### config.mk
export PLATFORM = sky130hd
export DESIGN_NAME = ex_stage
export DESIGN_NICKNAME = d
export VERILOG_FILES = /design/src/rtl/ex_stage.sv
export SDC_FILE = /design/constraint.sdc
export NUM_CORES = 1
export LEC_CHECK = 0
export BUFFER_PORTS_ARGS = -buffer_cell sky130_fd_sc_hd__clkbuf_2
export CAP_MARGIN = 5
export CORE_MARGIN = 2
export CORE_UTILIZATION = 38
export DETAILED_ROUTE_END_ITERATION = 8
export GPL_ROUTABILITY_DRIVEN = 0
export GPL_TIMING_DRIVEN = 0
export PLACE_DENSITY = 0.57
export SYNTH_ARGS = -nofsm -noshare
export SYNTH_HDL_FRONTEND = slang
export SYNTH_SLANG_ARGS = --single-unit
### constraint.sdc
create_clock -name clk -period 4.25 [get_ports clk]
set_input_delay 0 -clock clk [delete_from_list [all_inputs] [get_ports clk]]
set_output_delay 0 -clock clk [all_outputs]
set_load 0.05 [all_outputs]
### src/rtl/ex_stage.sv
// Execute stage: ID/EX pipeline register, logic/shift/move/arith ALU and HI/LO registers.
// Define EX_DIV_EN to build in the multi-cycle restoring divider (DIV/DIVU) and its stall request.
module ex_stage (
   input  logic        clk,
   input  logic        rst,
   input  logic [7:0]  id_aluop_i,
   input  logic [2:0]  id_alusel_i,
   input  logic [31:0] id_reg1_i,
   input  logic [31:0] id_reg2_i,
   input  logic [4:0]  id_wd_i,
   input  logic        id_wreg_i,
   output logic [4:0]  ex_wd_o,
   output logic        ex_wreg_o,
   output logic [31:0] ex_wdata_o,
   output logic        stallreq_o
);

   localparam logic [7:0] OP_OR   = 8'h25;
   localparam logic [7:0] OP_AND  = 8'h24;
   localparam logic [7:0] OP_XOR  = 8'h26;
   localparam logic [7:0] OP_NOR  = 8'h27;
   localparam logic [7:0] OP_SLL  = 8'h7C;
   localparam logic [7:0] OP_SRL  = 8'h02;
   localparam logic [7:0] OP_SRA  = 8'h03;
   localparam logic [7:0] OP_ADDU = 8'h21;
   localparam logic [7:0] OP_SUBU = 8'h23;
   localparam logic [7:0] OP_SLT  = 8'h2A;
   localparam logic [7:0] OP_MFHI = 8'h10;
   localparam logic [7:0] OP_MFLO = 8'h12;
   localparam logic [7:0] OP_DIV  = 8'h1A;
   localparam logic [7:0] OP_DIVU = 8'h1B;

   localparam logic [2:0] SEL_LOGIC = 3'b001;
   localparam logic [2:0] SEL_SHIFT = 3'b010;
   localparam logic [2:0] SEL_MOVE  = 3'b011;
   localparam logic [2:0] SEL_ARITH = 3'b100;

   logic [7:0]  ex_aluop;
   logic [2:0]  ex_alusel;
   logic [31:0] ex_reg1;
   logic [31:0] ex_reg2;
   logic [4:0]  ex_wd;
   logic        ex_wreg;
   logic [31:0] hi;
   logic [31:0] lo;
   logic        is_div;
   logic [31:0] logic_res;
   logic [31:0] shift_res;
   logic [31:0] move_res;
   logic [31:0] arith_res;

   // ID/EX register holds its instruction while the divider asks for a stall
   always_ff @(posedge clk) begin
      if (rst) begin
         ex_aluop  <= 8'h00;
         ex_alusel <= 3'b000;
         ex_reg1   <= 32'h0;
         ex_reg2   <= 32'h0;
         ex_wd     <= 5'd0;
         ex_wreg   <= 1'b0;
      end else if (!stallreq_o) begin
         ex_aluop  <= id_aluop_i;
         ex_alusel <= id_alusel_i;
         ex_reg1   <= id_reg1_i;
         ex_reg2   <= id_reg2_i;
         ex_wd     <= id_wd_i;
         ex_wreg   <= id_wreg_i;
      end
   end

   assign is_div = (ex_aluop == OP_DIV) || (ex_aluop == OP_DIVU);

   always_comb begin
      logic_res = 32'h0;
      shift_res = 32'h0;
      move_res  = 32'h0;
      arith_res = 32'h0;
      case (ex_aluop)
         OP_OR:   logic_res = ex_reg1 | ex_reg2;
         OP_AND:  logic_res = ex_reg1 & ex_reg2;
         OP_XOR:  logic_res = ex_reg1 ^ ex_reg2;
         OP_NOR:  logic_res = ~(ex_reg1 | ex_reg2);
         OP_SLL:  shift_res = ex_reg2 << ex_reg1[4:0];
         OP_SRL:  shift_res = ex_reg2 >> ex_reg1[4:0];
         OP_SRA:  shift_res = $signed(ex_reg2) >>> ex_reg1[4:0];
         OP_MFHI: move_res  = hi;
         OP_MFLO: move_res  = lo;
         OP_ADDU: arith_res = ex_reg1 + ex_reg2;
         OP_SUBU: arith_res = ex_reg1 - ex_reg2;
         OP_SLT:  arith_res = ($signed(ex_reg1) < $signed(ex_reg2)) ? 32'd1 : 32'd0;
         default: ;
      endcase
   end

   // An opcode paired with the wrong result group yields zero rather than garbage
   always_comb begin
      ex_wdata_o = 32'h0;
      case (ex_alusel)
         SEL_LOGIC: ex_wdata_o = logic_res;
         SEL_SHIFT: ex_wdata_o = shift_res;
         SEL_MOVE:  ex_wdata_o = move_res;
         SEL_ARITH: ex_wdata_o = arith_res;
         default:   ex_wdata_o = 32'h0;
      endcase
   end

   assign ex_wd_o   = ex_wd;
   assign ex_wreg_o = ex_wreg && !is_div;

`ifdef EX_DIV_EN
   typedef enum logic [1:0] {IDLE, RUN, DONE} div_state_t;

   div_state_t  state;
   logic [4:0]  count;
   logic [31:0] divisor;
   logic [31:0] rem;
   logic [31:0] quo;
   logic        neg_q;
   logic        neg_r;
   logic        dividend_neg;
   logic        divisor_neg;
   logic [32:0] trial;

   assign dividend_neg = (ex_aluop == OP_DIV) && ex_reg1[31];
   assign divisor_neg  = (ex_aluop == OP_DIV) && ex_reg2[31];
   assign trial        = {rem, quo[31]} - {1'b0, divisor};

   // Stall must be raised in the same cycle the DIV reaches EX so the following instruction waits in ID
   assign stallreq_o = ((state == IDLE) && is_div) || (state == RUN);

   // Restoring divider on magnitudes; quo doubles as the dividend shift register, signs fixed up in DONE
   always_ff @(posedge clk) begin
      if (rst) begin
         state   <= IDLE;
         count   <= 5'd0;
         divisor <= 32'h0;
         rem     <= 32'h0;
         quo     <= 32'h0;
         neg_q   <= 1'b0;
         neg_r   <= 1'b0;
         hi      <= 32'h0;
         lo      <= 32'h0;
      end else begin
         case (state)
            IDLE: begin
               if (is_div) begin
                  if (ex_reg2 == 32'h0) begin
                     quo   <= 32'hFFFF_FFFF;
                     rem   <= ex_reg1;
                     neg_q <= 1'b0;
                     neg_r <= 1'b0;
                     state <= DONE;
                  end else begin
                     quo     <= dividend_neg ? -ex_reg1 : ex_reg1;
                     divisor <= divisor_neg ? -ex_reg2 : ex_reg2;
                     rem     <= 32'h0;
                     neg_q   <= dividend_neg ^ divisor_neg;
                     neg_r   <= dividend_neg;
                     count   <= 5'd0;
                     state   <= RUN;
                  end
               end
            end
            RUN: begin
               if (!trial[32]) begin
                  rem <= trial[31:0];
                  quo <= {quo[30:0], 1'b1};
               end else begin
                  rem <= {rem[30:0], quo[31]};
                  quo <= {quo[30:0], 1'b0};
               end
               count <= count + 5'd1;
               if (count == 5'd31) begin
                  state <= DONE;
               end
            end
            DONE: begin
               lo    <= neg_q ? -quo : quo;
               hi    <= neg_r ? -rem : rem;
               state <= IDLE;
            end
            default: state <= IDLE;
         endcase
      end
   end
`else
   assign stallreq_o = 1'b0;

   // Without the divider HI/LO only ever hold their reset value
   always_ff @(posedge clk) begin
      if (rst) begin
         hi <= 32'h0;
         lo <= 32'h0;
      end
   end
`endif

endmodule

# Word-level counts from Yosys, hierarchy flattened
# Index checks and enable logic that the tools add are counted.
[totals] mem_count=0 register_bits=81 ram_bits=0 latch_bits=0 elab_cells=39 inputBits=83 romBits=0
[classes] reduce_logical=3 shift=3 eq_ne=15 n_lt_le_gt_ge=1 n_mul=0 bitwise_logic=4 n_addsub=2 n_div=0 muxes=5
[ops] operator="32-bit one-hot mux with 3 select lines" n=3
[ops] operator="32-bit one-hot mux with 4 select lines" n=1
[ops] operator="8-bit by 6-bit equality test with 1-bit output, second input constant" n=7
[ops] operator="32-bit adder" n=1
[ops] operator="32-bit bitwise AND" n=1
[ops] operator="32-bit < comparator" n=1
[ops] operator="32-bit inverter" n=1
[ops] operator="32-bit OR" n=1
[ops] operator="32-bit by 5-bit << shifter with 32-bit output" n=1
[ops] operator="32-bit by 5-bit >> shifter with 32-bit output" n=1
[ops] operator="32-bit by 5-bit >>> shifter with 32-bit output" n=1
[ops] operator="32-bit subtractor" n=1
[ops] operator="32-bit XOR" n=1
[ops] operator="8-bit by 2-bit equality test with 1-bit output, second input constant" n=2
[ops] operator="8-bit by 5-bit equality test with 1-bit output, second input constant" n=2
[ops] operator="8-bit by 7-bit equality test with 1-bit output, second input constant" n=1
[ops] operator="3-bit by 1-bit equality test with 1-bit output, second input constant" n=1
[ops] operator="3-bit by 2-bit equality test with 1-bit output, second input constant" n=1
[ops] operator="3-bit equality test, second input constant" n=1
[ops] operator="1-bit logical AND" n=1
[ops] operator="1-bit logical NOT" n=1
[ops] operator="1-bit logical OR" n=1
[ops] operator="1-bit two-way mux" n=1

# Longest topological paths before layout
[logic_depth] ltp_word=4 mapped_depth=16 mapped_depth_nobuf=12

# Worst setup path after synthesis
# No wires, ideal clock.
[synth_timing] path_kind="register -> output" startpoint="register ex_reg1[0]" endpoint="output port ex_wdata_o[16]" required_ns=4.250 path_slack_ns=-0.093 arrival_time_ns=4.343 path_buffers=4 stages_incl_launch_ff=17 path_cell_list="dfxtp_1 buf_2 buf_2 buf_2 buf_4 inv_1 ha_1 fa_1 o21ba_1 or4_1 o211ai_1 a211o_2 a221oi_1 o311ai_0 o21ai_0 xnor2_1 o221ai_1"
[synth_between] elab_chain_len=3 word_cells_on_any_way=8
[synth_rtl] item="start, declared" line_no="40" source="logic [31:0] ex_reg1;"
[synth_rtl] item="start signal, assigned" line_no="64" source="ex_reg1 <= id_reg1_i;"
[synth_rtl] item="32-bit subtractor (tied with other cells)" line_no="89" source="OP_SUBU: arith_res = ex_reg1 - ex_reg2;"
[synth_rtl] item="32-bit one-hot mux with 3 select lines" line_no="78" source="case (ex_aluop)"
[synth_rtl] item="32-bit one-hot mux with 3 select lines (*)" line_no="98" source="case (ex_alusel)"
[synth_rtl] item="end, declared" line_no="14" source="output logic [31:0] ex_wdata_o,"
# Every way passes the cells marked *; elsewhere a longest branch is shown, timed or not.

# Worst setup path after layout
[layout_timing] startpoint="register ex_reg1[4]" endpoint="output port ex_wdata_o[24]"
# Same word-level chain as after synthesis.

==> impl.org <==
** Critical path
- For this design, the slowest cell found on the critical path is a31oi_1.
- The critical path goes through clkbuf_4, clkinvlp_4, ha_1, buf_6, a21o_1, a221oi_2, o211ai_1, a41o_1, a31oi_1, nor2_1, nor3_1, a311oi_2, nand2_1, buf_8.
- STA classifies the critical path startpoint as a flip-flop.
- Critical path type :: reg2out
- On the critical path the largest part of the delay comes from compound AO/OA/AOI/OAI gates.
- STA classifies the critical path endpoint as an output pin.
- Of all nets on the critical path, the largest fanout is 10.
- Delay of the slowest critical-path stage :: 0.47 ns
- Number of buffer and inverter stages on the critical path :: 4
- Crit path arrival time :: around 4.2 ns
- STA puts the critical path data required time at about 4.3 ns.

** Timing
- The hold violation count in the final report was 0.
- Number of endpoints failing setup at the final stage :: 0
- At the pin with the least slew margin, the transition time is between 1 and 1.5 ns.
- On the final layout, the worst hold slack is roughly 0.29 ns.
- Upper clock frequency limit :: ~240 MHz
- In this run the tightest slew margin relative to its limit is a little over a quarter.
- Setup slack on the critical path of the routed design comes to about 0.075 ns.
- RSZ-0062 raised after global routing :: false
- The smallest clock period supported by the final layout is computed as 4.18 ns.
- The number of slew-limit violations in the final report was 0.
- Final Cycle Share :: a little over nine tenths

** Layout
- In the final design database the tool counted 1,929 nets.
- Layout cell share with drive strength beyond 1 :: roughly 18%
- The library cell used most frequently in the layout, excluding fill and tap cells, is nor2_1.
- Area Overhead vs Synth :: 22.6%
- ANT cells :: 0
- Sequential cell area :: ~0.0016 mm^2
- Count of fill cells added during filler insertion :: roughly 3,000
- The library cells used most frequently in the layout, excluding fill and tap cells, are nor2_1 (166), a21oi_1 (124), clkbuf_2 (111).
- Final cell utilization of the core :: a little under half
- For this run, the number of standard cells in the final layout without fillers is between 2,000 and 2,500.
- After routing the design area is ~0.014 mm^2.
- Summing all multi-input logic gate instances after layout gives 0.00920 mm^2.

** Global routing
- Pin count of the biggest net entering global routing :: 29
- The first global-routing pass estimated between 70,000 and 80,000 um of wire.
- The initial antenna violation count was 0.
- All-layer global routing usage :: about 31%
- Vias in the first global route :: between 10,000 and 15,000
- Remaining Overflow, GRT :: 0

** Die
- The floorplan step defined a die boundary enclosing roughly 0.032 mm^2.
- Floorplan core area :: between 0.02 and 0.03 mm^2
- Row generation in the floorplan step produced 63 rows.
- Top-Level Pins :: around 120
- The die is about 180 um wide.
- Vertical extent of the die :: 179 um
- For this configuration, the core starts out at a cell density of slightly below 40%.

** Logic synthesis
- Warnings from Yosys :: 0
- A synthesized cell averages approximately 7.6 um^2.
- Of all flip-flops after synthesis, the portion carrying an async set or reset was 0%.
- Post-synth design cell area :: 0.0116 mm^2
- The number of nets in the synthesized netlist is 1,703.
- Most used DFF post-synth :: dfxtp_1
- Register area share after synthesis :: 14.0%
- EDFF count, synth :: 0
- The synthesized netlist contains 91 unique library cells.
- Flops & latches, synth :: about 80
- Counting every instance in the synthesized netlist gives between 1,500 and 2,000.

** CTS
- No sink is reached through more buffers than the 2 on the longest clock path.
- CTS tree :: built
- H-tree levels :: 3
- Clock tree synthesis inserted a total of 9 buffers.
- Clock input transition at the sequential cells of the worst setup and hold paths :: ~0.06 ns
- The tree is rooted in a clkbuf_16.
- The clock drives between 80 and 90 sinks.

** Drt
- The count of nets left with antenna violations once routing finished came out at 0.
- Summed over all layers, the routed wires come to around 50,000 um.
- After detailed routing, the average wire length per cell comes to 23.3 um.
- In the routed design, unresolved DRC markers number 36.
- Iteration count of the initial detailed-routing pass :: 9
- The detailed router placed 13,300 vias in this run.
- Ratio of routed vias to standard cells :: between 6 and 7
- First-iteration detailed-routing DRC count :: 1,835

** Outcome
- The run finished, with violations left.
- The final reports fail on design-rule violations.

** Hold path
- Worst min-delay path class :: in2reg

** Placement
- Post-detailed-placement half-perimeter wirelength :: slightly below 40,000 um
- Counting tap cells, the placed design contains a total of roughly 2,000 instances.
- Area of placed instances :: 0.0127 mm^2
- At the placement stage, the worst setup path has a slack of -0.834 ns.
- Port buffering added about 120 buffers.

** Power
- Power spread over the standard cell area amounts to about 220 mW/mm^2.
- Worst-case vdd ir drop :: 215 uV
- Summed over all cells, the static leakage comes to slightly below 0.006 uW.

** Job
- Max cap viols :: 0
[area by class of cell]
type / instances / share of cell area, %
Multi-Input combinational cell: 1222 / 64.7
Sequential cell: 81 / 11.5
Timing Repair Buffer: 220 / 11.2
Buffer: 111 / 4.00
Tap cell: 390 / 3.43
Inverter: 100 / 2.72
Clock buffer: 9 / 1.58
Clock inverter: 7 / 0.713
Timing Repair inverter: 1 / 0.0352
[synthesized netlist by cell type, types with 4 or more instances]
library cell,instances,area (um^2)
a21o_1,16,120
a221oi_1,6,52.6
dfxtp_1,81,1620
mux4_2,63,1420
o21bai_1,10,75.1
buf_2,22,110
nor3_1,43,215
nand4_1,10,62.6
inv_1,96,360
nand3_1,24,120
a211o_1,9,78.8
nor4_1,9,56.3
nor2b_1,95,594
clkbuf_1,74,278
nand2_1,101,379
a21oi_1,125,626
ha_1,98,1230
and2_1,10,62.6
a221o_1,7,70.1
xnor2_1,44,385
o21ai_1,23,115
mux2_2,6,67.6
buf_6,4,45.0
o21ai_0,98,490
o22ai_1,5,31.3
a211oi_1,21,158
o21a_1,7,52.6
or3_1,8,50.1
o221ai_1,12,105
buf_1,9,33.8
and3_1,10,62.6
nor2_1,166,623
mux2i_1,64,641
o211ai_1,27,203
xor2_1,4,35.0
o31ai_1,9,67.6
a22oi_1,9,67.6
buf_4,8,60.1
nand2b_1,5,31.3
a31oi_1,11,68.8
[through the flow]
| stage | setup TNS [ns] | total power (uW) |
|---|---|---|
| finish | 0 | 3140 |
| global route | 0 | 3270 |
| CTS | 0 | 3090 |
| detailed placement | -9.90 | 2110 |
| global placement | -9.96 | 2100 |
| floorplan | 0 | 1730 |
[report_power, final]
part	total (uW)	internal (uW)	switching, uW
clock	892	521	371
sequential	891	801	89.8
combinational	1350	542	813
[repair_timing]
action,4_1_cts,5_1_grt
gates resized for setup,41,39
cloned,0,1
hold buffers,81,0
pin swaps,9,10
setup buffers,5,15
setup endpoints to repair,27,17
endpoints found under the hold margin,81,0
[cells by family after synthesis]
kind of cell               share of synthesized area (%)
AOI/OAI and AO/OA                                   24.1
muxes                                               18.3
buffers and inverters                               7.78
and+or+nand+nor                                     21.2
other                                             0.0323
xor gates and xnor gates                            3.63
adders and majority gates                           10.9
DFF                                                 14.0
[worst paths after layout]
path	start	endpoint	slack, ns	depth (start not counted)
min	rst	ex_reg2[26]$_SDFF_PP0_	0.29	2
max	ex_reg1[4]$_SDFF_PP0_	ex_wdata_o[24]	0.07	14
[metal layers]
layer,vias up,share of wire (%),global-route usage (%)
li1,5929,-,-
met4,0,6.0,16.9
met1,6249,40,39.8
met2,931,43,47.5
met5,-,0,0
met3,207,11,7.91
[sequential cells by signal, indices dropped and copies added, names as in the netlist]
register   cells
ex_reg1       32
ex_wd_o        5
ex_alusel      3
ex_wreg        1
ex_reg2       32
ex_aluop       8
(Power assumes the default switching activity.)
